**config.mk**
```make
export PLATFORM = sky130hd
export DESIGN_NAME = approx_adder_error_sweeper_flat
export DESIGN_NICKNAME = d
export VERILOG_FILES = /design/src/rtl/approx_adder_error_sweeper_pkg.sv /design/src/rtl/approx_adder_error_sweeper_if.sv /design/src/rtl/approx_adder_error_sweeper_err_calc.sv /design/src/rtl/approx_adder_error_sweeper.sv /design/src/flat_wrapper.sv
export SDC_FILE = /design/constraint.sdc
export NUM_CORES = 1
export LEC_CHECK = 0
export ABC_AREA = 0
export BUFFER_PORTS_ARGS = -buffer_cell sky130_fd_sc_hd__clkbuf_2
export CAP_MARGIN = 20
export CELL_PAD_IN_SITES_DETAIL_PLACEMENT = 0
export CELL_PAD_IN_SITES_GLOBAL_PLACEMENT = 1
export CORE_AREA = 3 3 72 74
export CTS_CLUSTER_SIZE = 10
export DETAILED_ROUTE_END_ITERATION = 10
export DIE_AREA = 0 0 75 77
export MAX_ROUTING_LAYER = met4
export PLACE_DENSITY_LB_ADDON = 0.2
export SLEW_MARGIN = 20
export SYNTH_ARGS = -nofsm -noshare
export SYNTH_HDL_FRONTEND = slang
export SYNTH_SLANG_ARGS = --single-unit
```
**constraint.sdc**
```tcl
create_clock -name clk -period 11.4 [get_ports clk]
set_input_delay 0.57 -clock clk [delete_from_list [all_inputs] [get_ports clk]]
set_output_delay 0.57 -clock clk [all_outputs]
set_load 0.01 [all_outputs]
```
**src/rtl/approx_adder_error_sweeper_pkg.sv**
```systemverilog
// Shared types and width helpers for the approximate-adder error sweeper.
// The widths_ok() rule applies to every instance, not only to the defaults.
package approx_adder_error_sweeper_pkg;

    typedef enum logic [1:0] {
        ST_IDLE  = 2'd0,
        ST_SWEEP = 2'd1,
        ST_DRAIN = 2'd2,
        ST_DONE  = 2'd3
    } state_t;

    function automatic int half_bits(input int in_bits);
        return in_bits / 2;
    endfunction

    function automatic int n_vec(input int in_bits);
        return 1 << in_bits;
    endfunction

    // The adder output must hold the full a+b, so it is one bit wider than an operand.
    function automatic bit widths_ok(input int in_bits, input int out_bits);
        return (in_bits % 2 == 0) && (out_bits == half_bits(in_bits) + 1);
    endfunction

    localparam int DEF_IN_BITS  = 4;
    localparam int DEF_OUT_BITS = 3;
    localparam int DEF_ET       = 3;
    localparam bit DEF_WIDTHS_OK = widths_ok(DEF_IN_BITS, DEF_OUT_BITS);

endpackage

```
**src/rtl/approx_adder_error_sweeper_if.sv**
```systemverilog
// Control, status and adder-under-test signals of the error sweeper.
// The master is the host that also owns the adder; the slave is the sweeper.
interface approx_adder_error_sweeper_if #(
    parameter int IN_BITS  = 4,
    parameter int OUT_BITS = 3
);
    logic                         start;
    logic                         abort;
    logic [IN_BITS-1:0]           dut_in;
    logic [OUT_BITS-1:0]          dut_out;
    logic                         busy;
    logic                         done;
    logic                         pass;
    logic [OUT_BITS-1:0]          max_err;
    logic [IN_BITS:0]             err_count;
    logic [OUT_BITS+IN_BITS-1:0]  sum_err;
    logic [IN_BITS-1:0]           first_fail_vec;
    logic                         first_fail_valid;

    modport master (
        output start, abort, dut_out,
        input  dut_in, busy, done, pass, max_err, err_count, sum_err,
               first_fail_vec, first_fail_valid
    );

    modport slave (
        input  start, abort, dut_out,
        output dut_in, busy, done, pass, max_err, err_count, sum_err,
               first_fail_vec, first_fail_valid
    );
endinterface

```
**src/rtl/approx_adder_error_sweeper_err_calc.sv**
```systemverilog
// Combinational error of one adder response against the exact sum of its vector.
module approx_err_calc
    import approx_adder_error_sweeper_pkg::*;
#(
    parameter int IN_BITS  = 4,
    parameter int OUT_BITS = 3,
    parameter int ET       = 3
) (
    input  logic [IN_BITS-1:0]  vec,
    input  logic [OUT_BITS-1:0] dut_out,
    output logic [OUT_BITS-1:0] exact,
    output logic [OUT_BITS-1:0] err,
    output logic                violate
);
    localparam int HALF = half_bits(IN_BITS);
    localparam logic [31:0] ET_W = 32'(ET);

    logic [HALF-1:0] op_a;
    logic [HALF-1:0] op_b;

    assign op_a  = vec[HALF-1:0];
    assign op_b  = vec[IN_BITS-1:HALF];
    assign exact = OUT_BITS'(op_a) + OUT_BITS'(op_b);

    // Compare first so the subtraction never wraps.
    assign err     = (dut_out >= exact) ? (dut_out - exact) : (exact - dut_out);
    assign violate = (32'(err) > ET_W);
endmodule

```
**src/rtl/approx_adder_error_sweeper.sv**
```systemverilog
// Walks every input vector through a combinational approximate adder and
// accumulates max/count/sum of absolute error plus the first ET violation.
module approx_adder_error_sweeper
    import approx_adder_error_sweeper_pkg::*;
#(
    parameter int IN_BITS  = 4,
    parameter int OUT_BITS = 3,
    parameter int ET       = 3
) (
    input logic                          clk,
    input logic                          rst_n,
    approx_adder_error_sweeper_if.slave  bus
);
    state_t state;
    state_t state_nxt;

    logic [IN_BITS-1:0]          vec;
    logic                        drain_cnt;
    logic                        s1_valid;
    logic [IN_BITS-1:0]          s1_vec;
    logic [OUT_BITS-1:0]         s1_out;
    logic                        pass;
    logic [OUT_BITS-1:0]         max_err;
    logic [IN_BITS:0]            err_count;
    logic [OUT_BITS+IN_BITS-1:0] sum_err;
    logic [IN_BITS-1:0]          ff_vec;
    logic                        ff_valid;

    logic [OUT_BITS-1:0] exact;
    logic [OUT_BITS-1:0] err;
    logic                violate;
    logic                busy;
    logic                start_go;
    logic                abort_go;
    logic                last_vec;

    approx_err_calc #(
        .IN_BITS  (IN_BITS),
        .OUT_BITS (OUT_BITS),
        .ET       (ET)
    ) u_err_calc (
        .vec     (s1_vec),
        .dut_out (s1_out),
        .exact   (exact),
        .err     (err),
        .violate (violate)
    );

    assign busy     = (state == ST_SWEEP) || (state == ST_DRAIN);
    assign start_go = !busy && bus.start;
    assign abort_go = busy && bus.abort;
    assign last_vec = (state == ST_SWEEP) && (vec == {IN_BITS{1'b1}});

    always_comb begin
        state_nxt = state;
        case (state)
            ST_IDLE, ST_DONE: if (bus.start) state_nxt = ST_SWEEP;
            ST_SWEEP: begin
                if (bus.abort)    state_nxt = ST_IDLE;
                else if (last_vec) state_nxt = ST_DRAIN;
            end
            ST_DRAIN: begin
                if (bus.abort)        state_nxt = ST_IDLE;
                else if (!drain_cnt)  state_nxt = ST_DONE;
            end
            default: state_nxt = ST_IDLE;
        endcase
    end

    always_ff @(posedge clk or negedge rst_n) begin
        if (!rst_n) state <= ST_IDLE;
        else        state <= state_nxt;
    end

    always_ff @(posedge clk or negedge rst_n) begin
        if (!rst_n) begin
            vec       <= '0;
            drain_cnt <= 1'b0;
            s1_valid  <= 1'b0;
            s1_vec    <= '0;
            s1_out    <= '0;
            pass      <= 1'b0;
            max_err   <= '0;
            err_count <= '0;
            sum_err   <= '0;
            ff_vec    <= '0;
            ff_valid  <= 1'b0;
        end else if (abort_go || start_go) begin
            vec       <= '0;
            drain_cnt <= 1'b0;
            s1_valid  <= 1'b0;
            s1_vec    <= '0;
            s1_out    <= '0;
            pass      <= 1'b0;
            max_err   <= '0;
            err_count <= '0;
            sum_err   <= '0;
            ff_vec    <= '0;
            ff_valid  <= 1'b0;
        end else begin
            if (state == ST_SWEEP) begin
                s1_valid <= 1'b1;
                s1_vec   <= vec;
                s1_out   <= bus.dut_out;
                vec      <= vec + IN_BITS'(1);
                if (last_vec) drain_cnt <= 1'b1;
            end else begin
                s1_valid <= 1'b0;
            end

            // ff_valid already reflects the last vector by the second drain edge.
            if (state == ST_DRAIN) begin
                if (drain_cnt) drain_cnt <= 1'b0;
                else           pass      <= !ff_valid;
            end

            if (s1_valid) begin
                if (err > max_err) max_err <= err;
                if (err != '0)     err_count <= err_count + (IN_BITS+1)'(1);
                sum_err <= sum_err + (OUT_BITS+IN_BITS)'(err);
                if (violate && !ff_valid) begin
                    ff_vec   <= s1_vec;
                    ff_valid <= 1'b1;
                end
            end
        end
    end

    assign bus.dut_in           = vec;
    assign bus.busy             = busy;
    assign bus.done             = (state == ST_DONE);
    assign bus.pass             = pass;
    assign bus.max_err          = max_err;
    assign bus.err_count        = err_count;
    assign bus.sum_err          = sum_err;
    assign bus.first_fail_vec   = ff_vec;
    assign bus.first_fail_valid = ff_valid;
endmodule

```
**src/flat_wrapper.sv**
```systemverilog
// flat-port wrapper written by rule: the top's interface ports become plain ports
module approx_adder_error_sweeper_flat import approx_adder_error_sweeper_pkg::*;
#(
    parameter int IN_BITS  = 4,
    parameter int OUT_BITS = 3,
    parameter int ET       = 3
)
  (clk, rst_n, bus_start, bus_abort, bus_dut_out, bus_dut_in, bus_busy, bus_done, bus_pass, bus_max_err, bus_err_count, bus_sum_err, bus_first_fail_vec, bus_first_fail_valid);
  approx_adder_error_sweeper_if #(.IN_BITS(IN_BITS), .OUT_BITS(OUT_BITS)) bus_i ();
  input logic clk;
  input logic rst_n;
  input wire logic [$bits(bus_i.start)-1:0] bus_start;
  input wire logic [$bits(bus_i.abort)-1:0] bus_abort;
  input wire logic [$bits(bus_i.dut_out)-1:0] bus_dut_out;
  output wire logic [$bits(bus_i.dut_in)-1:0] bus_dut_in;
  output wire logic [$bits(bus_i.busy)-1:0] bus_busy;
  output wire logic [$bits(bus_i.done)-1:0] bus_done;
  output wire logic [$bits(bus_i.pass)-1:0] bus_pass;
  output wire logic [$bits(bus_i.max_err)-1:0] bus_max_err;
  output wire logic [$bits(bus_i.err_count)-1:0] bus_err_count;
  output wire logic [$bits(bus_i.sum_err)-1:0] bus_sum_err;
  output wire logic [$bits(bus_i.first_fail_vec)-1:0] bus_first_fail_vec;
  output wire logic [$bits(bus_i.first_fail_valid)-1:0] bus_first_fail_valid;
  assign bus_i.start = bus_start;
  assign bus_i.abort = bus_abort;
  assign bus_i.dut_out = bus_dut_out;
  assign bus_dut_in = bus_i.dut_in;
  assign bus_busy = bus_i.busy;
  assign bus_done = bus_i.done;
  assign bus_pass = bus_i.pass;
  assign bus_max_err = bus_i.max_err;
  assign bus_err_count = bus_i.err_count;
  assign bus_sum_err = bus_i.sum_err;
  assign bus_first_fail_vec = bus_i.first_fail_vec;
  assign bus_first_fail_valid = bus_i.first_fail_valid;
  approx_adder_error_sweeper #(.IN_BITS(IN_BITS), .OUT_BITS(OUT_BITS), .ET(ET)) u_core (.clk(clk), .rst_n(rst_n), .bus(bus_i));
endmodule
```
Word level (Yosys, flattened, before mapping)
Index checks and enable logic that the tools add are counted.
- output and inout port bits: 27
- input port bits: 7
- register bits after elaboration: 36
- mux-type cells: 37
- add/subtract/negate cells: 6
- $lt $le $gt $ge: 3
- equal/unequal tests: 8
- reduce and logical (&&, ||, !) cells: 22
- operator list (cell ; count):
    $mux W4 ; 7
    $mux W3 ; 6
    $mux W5 ; 3
    $mux W7 ; 2
    $mux W1 ; 13
    $reduce_bool A2 Y1 ; 6
    $mux W2 ; 5
    $reduce_and A2 Y1 ; 4
    $add A7 B3 Y7 ; 1
    $pmux W2 S3 ; 1
    $sub A3 B3 Y3 ; 2
    $add A5 B1 Y5 const B ; 1
    $add A4 B1 Y4 const B ; 1
    $eq A2 B2 Y1 const B ; 2
    $eq A4 B4 Y1 const B ; 1
    $logic_and A1 B1 Y1 ; 4
    $ne A2 B2 Y1 const B ; 2
    $add A2 B2 Y3 ; 1
    $ge A3 B3 Y1 ; 1
    $gt A3 B2 Y1 const B ; 1
    $gt A3 B3 Y1 ; 1
    $ne A3 B2 Y1 const B ; 1
    $ne A3 B3 Y1 const B ; 1
    $reduce_and A3 Y1 ; 1
    other kinds (6) ; 8

Logic depth before layout (Yosys ltp)
Gate-level depths: netlist of run 1.
- depth after elaboration: 8
- gate-level depth with buffers: 14
- mapped depth without buffers: 14

By module
A second synthesis of run 1 with hierarchy kept.
- cell total of the unflattened synthesis: 196
- area total of the unflattened synthesis: 2074.5 µm²
- by module, submodules not included (module ; area each (µm²) ; instances ; cells each ; sequential area each (µm²)):
    approx_adder_error_sweeper ; 1833.0 ; 1 ; 171 ; 900.9
    approx_err_calc ; 241.5 ; 1 ; 25 ; 0.0

Least setup slack after synthesis of run 1
OpenSTA, ideal clock, no wires.
- path type: register to register
- start: register u_core.s1_vec[0]
- end: register u_core.max_err[0] (netlist: u_core.bus.max_err[0])
- setup time: 0.132 ns
- data required time: 11.268 ns
- arrival time: 3.537 ns
- slack: 7.731 ns
- cell stages (with the launch flop): 14
- path through: dfrtp_1 ha_1 fa_1 inv_1 fa_1 or4b_1 a21oi_2 a211o_2 inv_1 ha_1 a31oi_1 o21a_1 mux2i_1 nor2_1
- word-level cells in the longest chain between the ends: 6
- elaborated cells on any way between the ends: 11
- ends and longest elaborated chain (what ; RTL line ; RTL):
    start, declared ; approx_adder_error_sweeper.sv:20 ; logic [IN_BITS-1:0] s1_vec;
    start signal, assigned ; approx_adder_error_sweeper.sv:103 ; s1_vec <= vec;
    $add A2 B2 Y3 (*) ; approx_adder_error_sweeper_err_calc.sv:23 ; assign exact = OUT_BITS'(op_a) + OUT_BITS'(op_b);
    $sub A3 B3 Y3 / $ge A3 B3 Y1 (equally long branches) ; approx_adder_error_sweeper_err_calc.sv:26 ; assign err = (dut_out >= exact) ? (dut_out - exact) : (exact - dut_out);
    $mux W3 (*) ; approx_adder_error_sweeper_err_calc.sv:26 ;
    $gt A3 B3 Y1 / $mux W3 (equally long branches) ; approx_adder_error_sweeper.sv:118 ; if (err > max_err) max_err <= err;
    $reduce_bool A2 Y1 (no source line) / $mux W3 (equally long branches) ; - ;
    $reduce_and A2 Y1 (no source line) / $mux W3 (equally long branches) ; - ;
    end signal, assigned ; approx_adder_error_sweeper.sv:118 ;
    end, declared ; approx_adder_error_sweeper.sv:23 ; logic [OUT_BITS-1:0] max_err;
Every way passes the cells marked *; elsewhere a longest branch is shown, timed or not. The select of a mux whose other input is x is not followed.
A chain may end at the register's enable or synchronous reset.

Final worst setup path of run 1
- start: register u_core.s1_vec[0]
- end: register u_core.max_err[1] (netlist: u_core.bus.max_err[1])
The elaborated chain is that of the path after synthesis.

==> results of run 1 <==
[critical path: cells and delay by family, from the launching register on]
kind,cells,cell delay (ps)
DFF,1,400
AOI/OAI and AO/OA,4,790
adders and majority gates,4,1580
buffers and inverters,2,230
muxes,1,200
and+or+nand+nor,2,590
[state kept, by name (all words and copies together), names as in the netlist]
signal                       flops
u_core.bus.dut_in                4
u_core.bus.err_count             5
u_core.bus.first_fail_valid      1
u_core.bus.first_fail_vec        4
u_core.bus.max_err               3
u_core.bus.pass                  1
u_core.bus.sum_err               7
u_core.drain_cnt                 1
u_core.s1_out                    3
u_core.s1_valid                  1
u_core.s1_vec                    4
u_core.state                     2
[stage by stage]
step                      power (W)  std cells   util  worst slack, ps  hold slack (ps)
after floorplan            0.000448        208      -             7730              274
after global placement     0.000529        290  0.506             7570              520
after detailed placement   0.000534        290  0.506             7490              535
after CTS                  0.000635        297  0.527             7460              447
after global routing       0.000682        297  0.527             7220              488
final                      0.000626        297  0.527             7460              409
[kinds of logic after synthesis]
group,share of synthesized area
fa+ha+maj,0.148
mux,0.104
flops,0.421
compound gates,0.107
xor+xnor,0.0327
simple gates,0.150
buf+inv,0.0368
[layer usage]
layer  vias to the layer above  routed length (um)
met5                         -                   0
met4                         0                  38
met3                         5                 177
met2                        27                1980
met1                       753                2120
li1                        781                   -
[power groups by stage]
stage,registers (W),clock network [W],logic [W]
after floorplan,0.000185,0,0.000263
after global routing,0.000192,0.000107,0.000383
after CTS,0.000187,0.000102,0.000346
final,0.000187,0.0000985,0.000341
after global placement,0.000188,0,0.000341
after detailed placement,0.000189,0,0.000345
[synthesized netlist by cell type (2+ instances only)]
library cell / number / area, um2
o21ai_0: 2 / 10.0
clkbuf_1: 5 / 18.8
nor2_1: 33 / 124
o311ai_0: 4 / 35.0
a31oi_1: 3 / 18.8
xnor2_1: 5 / 43.8
mux2i_1: 20 / 200
nand2_1: 16 / 60.1
a21o_1: 2 / 15.0
ha_1: 19 / 238
fa_1: 4 / 80.1
mux2_2: 2 / 22.5
dfrtp_1: 36 / 901
nand2b_1: 4 / 25.0
xor2_1: 3 / 26.3
a21oi_1: 7 / 35.0
nand4b_1: 4 / 35.0
o21a_1: 2 / 15.0
inv_1: 15 / 56.3
nor2b_1: 2 / 12.5
nand4_1: 3 / 18.8
[how the worst max path moves through the flow]
stage	to	slack, ps	cells past startpoint
global placement	u_core.bus.max_err[1]	7570	13
detailed placement	u_core.bus.max_err[2]	7490	13
CTS	u_core.bus.max_err[0]	7460	13
global route	u_core.bus.max_err[1]	7220	13
finish	u_core.bus.max_err[1]	7460	13
floorplan	u_core.bus.max_err[0]	7730	13
[area by class of cell]
class	count	area [um2]	share of cell area
repair buffers	34	173	0.0703
multi-input cells	151	1160	0.473
inverters	15	56.3	0.0229
flip-flops and latches	36	901	0.367
clock buffers	7	96.3	0.0392
well taps	54	67.6	0.0275
==> results by group, run 1 <==
Place
  – Port Buffers: 33
  – DP Area: 2360 um2
  – Detail Placement HPWL: 3.10 mm
  – GP Congestion: 0.784

Global routing
  – Largest net degree at the start of global routing: 37
  – Initial antenna violation count: 0
  – Total Routing Usage GR: 0.166
  – Global-route wire length before repair: 7.25 mm
  – Met1 Use GR: 0.228
  – Vias in the first global route: 1481
  – Global Route met2 Usage: 0.247
  – GRT Max-Usage Layer: met2
  – Met3 GRT Util: 0.0354
  – Grt ovf: 0

Detailed routing
  – Final ANT Viol Nets: 0
  – Wire per inst: 14.5 um
  – Via count: 1566
  – DRC: 0
  – Vias per std cell: 5.27
  – Initial DRT Pass Iterations: 4
  – Drt first-iter violations: 77
  – Post-Route WL: 4.32 mm

Final layout
  – Commonest non-fill, non-tap cell in the layout: dfrtp_1
  – Highest-count cells in the layout ignoring fill and taps: dfrtp_1 (36), nor2_1 (33), clkbuf_2 (33)
  – # nets final: 273
  – Share of layout cells above drive strength 1: 0.206
  – Number of fillers in the final layout: 434
  – Area Growth Syn to Fin: 14.7%
  – Design area: 2450 um2
  – Antenna diodes: 0

Floorplan
  – Die height: 77 um
  – Ports: 34
  – Rows: 25
  – DIE WIDTH: 75 um
  – CORE AREA: 4660 um2
  – Starting density of the core: 0.459
  – Die ar.: 5780 um2

Pwr
  – Internal: 0.000354 W
  – Reg power frac: 0.298
  – Switching fraction of total power: 0.435
  – Switch Pwr: 0.000272 W
  – Leak: 1.23 nW
  – Comb power frac: 0.544
  – Peak supply drop: 0.0894 mV
  – PwrDens: 255 nW/um2
  – Clk network pwr share: 0.157

Setup path
  – Depth of the most critical reg-to-reg path: 13
  – Crit Path Class: reg2reg
  – RR Startpoint: u_core.s1_vec[0]
  – Startpoint types: register
  – CP max-delay cell: fa_1
  – CP max FO: 9
  – Worst EP required: 11560 ps
  – Reg2Reg Setup Slack: 7460 ps
  – Slowest stage delay, CP: 610 ps
  – Critical path capture point type: register
  – Reg-to-reg endpoint: u_core.bus.max_err[1]
  – CP cell instances: ha_1 > fa_1 > inv_1 > fa_1 > or4b_1 > a21oi_2 > a211o_2 > inv_1 > ha_1 > a31oi_1 > o21a_1 > mux2i_1 > nor2_1
  – Crit path from: u_core.s1_vec[0]
  – CP arrival: 4090 ps

Timing
  – Clock period minus worst slack: 3940 ps
  – Worst-Margin Slew: 922 ps
  – Unrepaired setup endpoints after global routing: no
  – Fin crit share: 0.345
  – Max Fclk: 0.254 GHz
  – Total negative slack: 0 ps
  – Final hold vios: 0
  – Setup violators final: 0
  – Slew Limit Headroom: 0.386
  – Final Skew: 2.74 ps
  – Fin. max-slew vios: 0

Clock network
  – CTS sink cnt: 36
  – H-tree depth: 2
  – CTS Buf Count: 5
  – Post-CTS setup buffer count: 0
  – CTS tree: yes
  – Hold_buf cts: 0
  – Clk_lat worst skew: 280 ps
  – Clock Tree Buf Depth: 2
  – Clock root cell: clkbuf_8
  – Worst-path clk slew: 70 ps
  – Resize count post-CTS: 0

Status
  – Status: completed

Worst hold path
  – Hold Path Class: in2async

Logic synthesis
  – Predominant post-synthesis flop cell: dfrtp_1
  – Synth warn: 0
  – Syn Nets: 238
  – Cell variety after synth: 38
  – Syn_area_per_cell: 10.3 um2
  – Gate Count Post-Synth: 208
  – Synthesis-stage register bit count: 36
  – Mapped Area: 2140 um2
  – Post-synth EDFFs: 0
  – Seq/Total Area, Yosys: 0.421
  – Asr flop ratio synth: 1.00

Flow run
  – Max_cap viols: 0
No activity file was read; power rests on OpenSTA's default activity.
==> inputs of run 2 (changes only) <==
--- a/config.mk
+++ b/config.mk
@@ -10,10 +10,10 @@
 export CAP_MARGIN = 20
 export CELL_PAD_IN_SITES_DETAIL_PLACEMENT = 0
 export CELL_PAD_IN_SITES_GLOBAL_PLACEMENT = 1
-export CORE_AREA = 3 3 72 74
+export CORE_AREA = 3 3 79 81
 export CTS_CLUSTER_SIZE = 10
 export DETAILED_ROUTE_END_ITERATION = 10
-export DIE_AREA = 0 0 75 77
+export DIE_AREA = 0 0 82 84
 export MAX_ROUTING_LAYER = met4
 export PLACE_DENSITY_LB_ADDON = 0.2
 export SLEW_MARGIN = 20
==> constraint.sdc (replaced) <==
create_clock -name clk -period 3.57 [get_ports clk]
set_input_delay 0.1785 -clock clk [delete_from_list [all_inputs] [get_ports clk]]
set_output_delay 0.1785 -clock clk [all_outputs]
set_load 0.01 [all_outputs]
==> run 2 against run 1 <==
Final cell count up 8.8%. Maximum frequency up 16%. Setup slack worse by 7300 ps. Worst hold slack worse by 390 ps. Die area up 19%. Clock power rose to 3.3 times the previous value. Largest cell class unchanged.
==> results by group, run 2 (same netlist as run 1, synthesis figures left out) <==
Detailed routing
  – Vias per std cell: 4.89
  – Max Used Layer: met4
  – M1 wire length: 2.18 mm
  – Via count: 1578
  – Met3 WL: 206 um
  – DRC: 0
  – Final ANT Viol Nets: 0
  – Initial DRT Pass Iterations: 4
  – Drt first-iter violations: 45
  – Wire per inst: 13.6 um
  – DR WL met2: 1.93 mm
  – Post-Route WL: 4.39 mm

Pwr
  – Peak supply drop: 0.431 mV
  – Comb power frac: 0.559
  – Leak: 1.27 nW
  – Reg power frac: 0.285
  – Switch Pwr: 0.000890 W
  – PwrDens: 816 nW/um2
  – Clk network pwr share: 0.156
  – Switching fraction of total power: 0.429
  – Internal: 0.00118 W

Final layout
  – # nets final: 281
  – Commonest non-fill, non-tap cell in the layout: dfrtp_1
  – Share of layout cells above drive strength 1: 0.247
  – Non-Filler Instances: 323
  – Biggest register: u_core.bus.sum_err
  – Antenna diodes: 0
  – Finished Core Util: 0.459
  – Max reg flops: 7
  – Highest-count cells in the layout ignoring fill and taps: dfrtp_1 (36), clkbuf_2 (33), nor2_1 (32)
  – Biggest regs: u_core.bus.sum_err x7, u_core.bus.err_count x5
  – Area Growth Syn to Fin: 18.7%

Setup path
  – CP arrival: 3570 ps
  – CP max FO: 4
  – Startpoint types: register
  – Critical path capture point type: register
  – Worst EP required: 3740 ps
  – Crit Path Class: reg2reg

Place
  – GP Congestion: 0.786
  – Detail Placement HPWL: 3.18 mm
  – Placed insts: 315
  – Port Buffers: 33

Timing
  – Unrepaired setup endpoints after global routing: no
  – Slew Limit Headroom: 0.369
  – Worst-Margin Slew: 946 ps
  – Fin crit share: 0.951
  – Max Fclk: 0.295 GHz
  – Total negative slack: 0 ps
  – Final Skew: 9.98 ps
  – Clock period minus worst slack: 3400 ps
  – Setup violators final: 0
  – Final hold vios: 0
  – Fin. max-slew vios: 0

Clock network
  – H-tree depth: 2
  – Clock root cell: clkbuf_8
  – CTS sink cnt: 36
  – Clk_lat worst skew: 300 ps
  – CTS Buf Count: 5
  – CTS tree: yes
  – Worst-path clk slew: 80 ps
  – Clock Tree Buf Depth: 2
  – Hold_buf cts: 0

Status
  – Status: completed

Worst hold path
  – Hold Path Class: in2async

Floorplan
  – Die ar.: 6890 um2
  – Ports: 34
  – Rows: 27
  – DIE WIDTH: 82 um
  – Starting density of the core: 0.386
  – CORE AREA: 5540 um2
  – Die height: 84 um

Global routing
  – Largest net degree at the start of global routing: 37
  – Initial antenna violation count: 0
  – Vias in the first global route: 1547
  – Global-route wire length before repair: 7.46 mm
  – Grt ovf: 0
  – Total Routing Usage GR: 0.145

Flow run
  – Max_cap viols: 0
## run 2: changes by cell type in the layout (fill, tap and decap cells not counted), sizes merged
cell / before / now
buf: 1 / 9
## run 2: repair_timing
action,CTS,global route
buffers inserted,1,0
cloned,0,0
gates resized for setup,0,3
setup endpoints to repair,3,4
pin swaps,2,3
## run 2: final cells by class
class | count | area [um2]
fillers | 571 | 3000
multi-input cells | 151 | 1160
flip-flops and latches | 36 | 901
repair buffers | 42 | 233
clock buffers | 7 | 96.3
well taps | 72 | 90.1
inverters | 15 | 56.3
## run 2: worst max-delay path, cell delays in order, from the launching register on
cell     delay, ps
dfrtp_1        390
ha_1           210
fa_1           520
inv_2           60
fa_1           420
or4b_1         490
a21oi_2        130
a211o_2        130
inv_2           50
ha_1           280
a31oi_1        140
o21a_2         200
mux2i_1        200
nor2_1          50
## run 2: metrics by stage
step | total power (W) | setup WS (ps) | cell area, um2 | hold slack, ps
after floorplan | 0.00143 | 0.907 | 2140 | -117
after global placement | 0.00176 | 2.26 | 2430 | 374
after detailed placement | 0.00177 | -28.5 | 2430 | 368
after CTS | 0.00211 | 18.8 | 2540 | 44.5
after global routing | 0.00229 | 11.6 | 2540 | 91.6
final | 0.00207 | 175 | 2540 | 16.3
## run 2: worst paths after layout
path / slack (ps) / cells past startpoint / end / from
max in group asynchronous: 2970 / 1 / u_core.bus.dut_in[1] / rst_n
min in group clk: 120 / 3 / u_core.s1_out[0] / bus_dut_out[0]
setup / recovery: 170 / 13 / u_core.bus.max_err[2] / u_core.s1_vec[0]
setup reg to reg: 170 / 13 / u_core.bus.max_err[2] / u_core.s1_vec[0]
hold reg to reg: 530 / 2 / u_core.s1_out[2] / u_core.s1_out[2]
hold / removal: 20 / 1 / u_core.s1_out[0] / rst_n
## run 2: per-layer routing
metal / up-vias / GRT usage
met4: 0 / 0.0514
met3: 6 / 0.0410
met2: 32 / 0.208
met5: - / -
met1: 735 / 0.194
li1: 805 / -
## run 2: power groups by stage
stage,logic [W],clock network (W),registers [W]
CTS,0.00118,0.000336,0.000593
floorplan,0.000843,0,0.000592
finish,0.00116,0.000324,0.000590
detailed placement,0.00117,0,0.000601
global route,0.00132,0.000357,0.000610
global placement,0.00116,0,0.000601
==> inputs of run 3 (changes only) <==
==> constraint.sdc (replaced) <==
create_clock -name clk -period 2.95 [get_ports clk]
set_input_delay 0.1475 -clock clk [delete_from_list [all_inputs] [get_ports clk]]
set_output_delay 0.1475 -clock clk [all_outputs]
set_load 0.01 [all_outputs]
==> run 3 against run 2 <==
The flow now finishes with violations (hold timing, setup timing). Die area unchanged. Utilization increased by 6.5 points. Via count increased by 8.2%. Worst hold slack got worse by 31 ps. Non-clock buffer count increased by 26. Cell area increased by 14%. Register-to-register slack got worse by 550 ps. Clock power increased by 32%. Clock-buffer cell count decreased by 1. Sequential cell count unchanged. Clock skew decreased by 3.4 ps. Largest power group unchanged.
==> results by group, run 3 (same netlist as run 1, synthesis figures left out) <==
Timing
  – Fin. max-slew vios: 0
  – Setup violators final: 13
  – Hold slack: -14.3 ps
  – Slew Limit Headroom: 0.388
  – Worst-Margin Slew: 918 ps
  – Final Skew: 6.54 ps
  – Setup slack after layout: -375 ps
  – Max Fclk: 0.301 GHz
  – Fin crit share: 1.13
  – Final hold vios: 35
  – Unrepaired setup endpoints after global routing: yes
  – Clock period minus worst slack: 3330 ps

Final layout
  – Share of layout cells above drive strength 1: 0.371
  – # nets final: 307
  – Biggest regs: u_core.bus.sum_err x7, u_core.bus.err_count x5
  – Number of fillers in the final layout: 534
  – Highest-count cells in the layout ignoring fill and taps: dfrtp_1 (36), clkbuf_2 (33), nor2_1 (32)
  – Commonest non-fill, non-tap cell in the layout: dfrtp_1
  – Antenna diodes: 0
  – Design area: 2900 um2
  – Area Growth Syn to Fin: 35.5%
  – Max reg flops: 7
  – Biggest register: u_core.bus.sum_err

Detailed routing
  – Via count: 1708
  – Initial DRT Pass Iterations: 4
  – Post-Route WL: 4.88 mm
  – Vias per std cell: 4.88
  – Drt first-iter violations: 43
  – Final ANT Viol Nets: 0
  – Wire per inst: 13.9 um
  – DRC: 0

Clock network
  – CTS sink cnt: 36
  – Hold_buf cts: 0
  – H-tree depth: 2
  – Clock root cell: clkbuf_8
  – CTS Buf Count: 5
  – CTS tree: yes
  – Clk_lat worst skew: 290 ps
  – Clock Tree Buf Depth: 2
  – Worst-path clk slew: 80 ps

Global routing
  – Largest net degree at the start of global routing: 37
  – Total Routing Usage GR: 0.155
  – Vias in the first global route: 1727
  – Global-route wire length before repair: 8.14 mm
  – Grt ovf: 0
  – Initial antenna violation count: 0

Setup path
  – Worst EP required: 3110 ps
  – Crit Path Class: reg2reg
  – Critical path capture point type: register
  – CP arrival: 3480 ps
  – CP max FO: 4
  – Startpoint types: register

Place
  – Port Buffers: 33
  – GP Congestion: 0.854
  – Detail Placement HPWL: 3.40 mm
  – DP Area: 2610 um2

Status
  – Failing checks: hold timing, setup timing
  – Status: complete, but fails checks

Floorplan
  – Rows: 27
  – Die height: 84 um
  – Die ar.: 6890 um2
  – CORE AREA: 5540 um2
  – DIE WIDTH: 82 um
  – Starting density of the core: 0.386
  – Ports: 34

Pwr
  – Tot Pwr: 0.00323 W
  – PwrDens: 1110 nW/um2
  – Leak: 1.41 nW
  – Peak supply drop: 0.591 mV

Worst hold path
  – Hold Path Class: in2async

Flow run
  – Max_cap viols: 0
[run 3: cell types whose count changed in the layout (fill, tap and decap cells not counted), sizes merged]
cell and change:
buf +26, bufinv +1, clkbuf -1, clkinv +1
[run 3: where the power goes]
| group | switching, W | total (W) | leakage, nW | internal (W) |
|---|---|---|---|---|
| Combinational | 0.00101 | 0.00208 | 0.866 | 0.00106 |
| Clock | 0.000178 | 0.000429 | 0.0552 | 0.000251 |
| Sequential | 0.000126 | 0.000720 | 0.494 | 0.000594 |
| Total | 0.00132 | 0.00323 | 1.41 | 0.00191 |
[run 3: area by class of cell]
class / count / area [um2] / area share
multi-input combinational: 151 / 1290 / 0.445
sequential: 36 / 901 / 0.311
timing repair buffer: 68 / 447 / 0.154
tap: 72 / 90.1 / 0.0311
clock buffer: 6 / 72.6 / 0.0250
inverter: 15 / 63.8 / 0.0220
clock inverter: 2 / 35.0 / 0.0121
[run 3: per-layer routing]
metal / vias up / wire, um / GRT usage
li1: 855 / - / -
met1: 815 / 2320 / 0.205
met2: 31 / 2350 / 0.240
met3: 7 / 152 / 0.0292
met4: 0 / 55 / 0.0453
met5: - / 0 / -
[run 3: critical path: stages, from the launching register on]
cell     delay (ps)
dfrtp_1         380
ha_2            190
fa_2            540
inv_2            50
fa_2            360
or4b_4          500
a21oi_4         150
a211o_4         150
inv_6            50
ha_4            260
o21a_1          100
o21a_1          210
mux2i_1         210
nor2_1           50
[run 3: worst paths after layout]
| kind | startpoint | end | slack (ps) | cells past startpoint |
|---|---|---|---|---|
| setup / recovery | u_core.s1_vec[2] | u_core.bus.max_err[1] | -380 | 13 |
| setup reg to reg | u_core.s1_vec[2] | u_core.bus.max_err[1] | -380 | 13 |
| hold reg to reg | u_core.s1_out[2] | u_core.s1_out[2] | 530 | 2 |
| hold / removal | rst_n | u_core.bus.err_count[0] | -10 | 1 |
| min in group clk | bus_dut_out[2] | u_core.s1_out[2] | 110 | 3 |
| max in group asynchronous | rst_n | u_core.s1_vec[3] | 2400 | 1 |
[run 3: metrics by stage]
| stage | hold WS [ps] | util | cells | worst slack, ps | TNS (ps) |
|---|---|---|---|---|---|
| after floorplan | -148 | - | 208 | -333 | -2090 |
| after global placement | 335 | 0.471 | 333 | -366 | -2130 |
| after detailed placement | 332 | 0.471 | 333 | -396 | -2380 |
| after CTS | 15.8 | 0.507 | 349 | -351 | -3180 |
| after global routing | 59.0 | 0.523 | 350 | -483 | -4770 |
| final | -14.3 | 0.523 | 350 | -375 | -3230 |
[run 3: timing repair]
action                     in CTS  in global routing
cloned                          0                  0
setup endpoints to repair       9                 19
setup buffers                   8                  3
resized for setup               9                 13
pin swaps                       8                  9
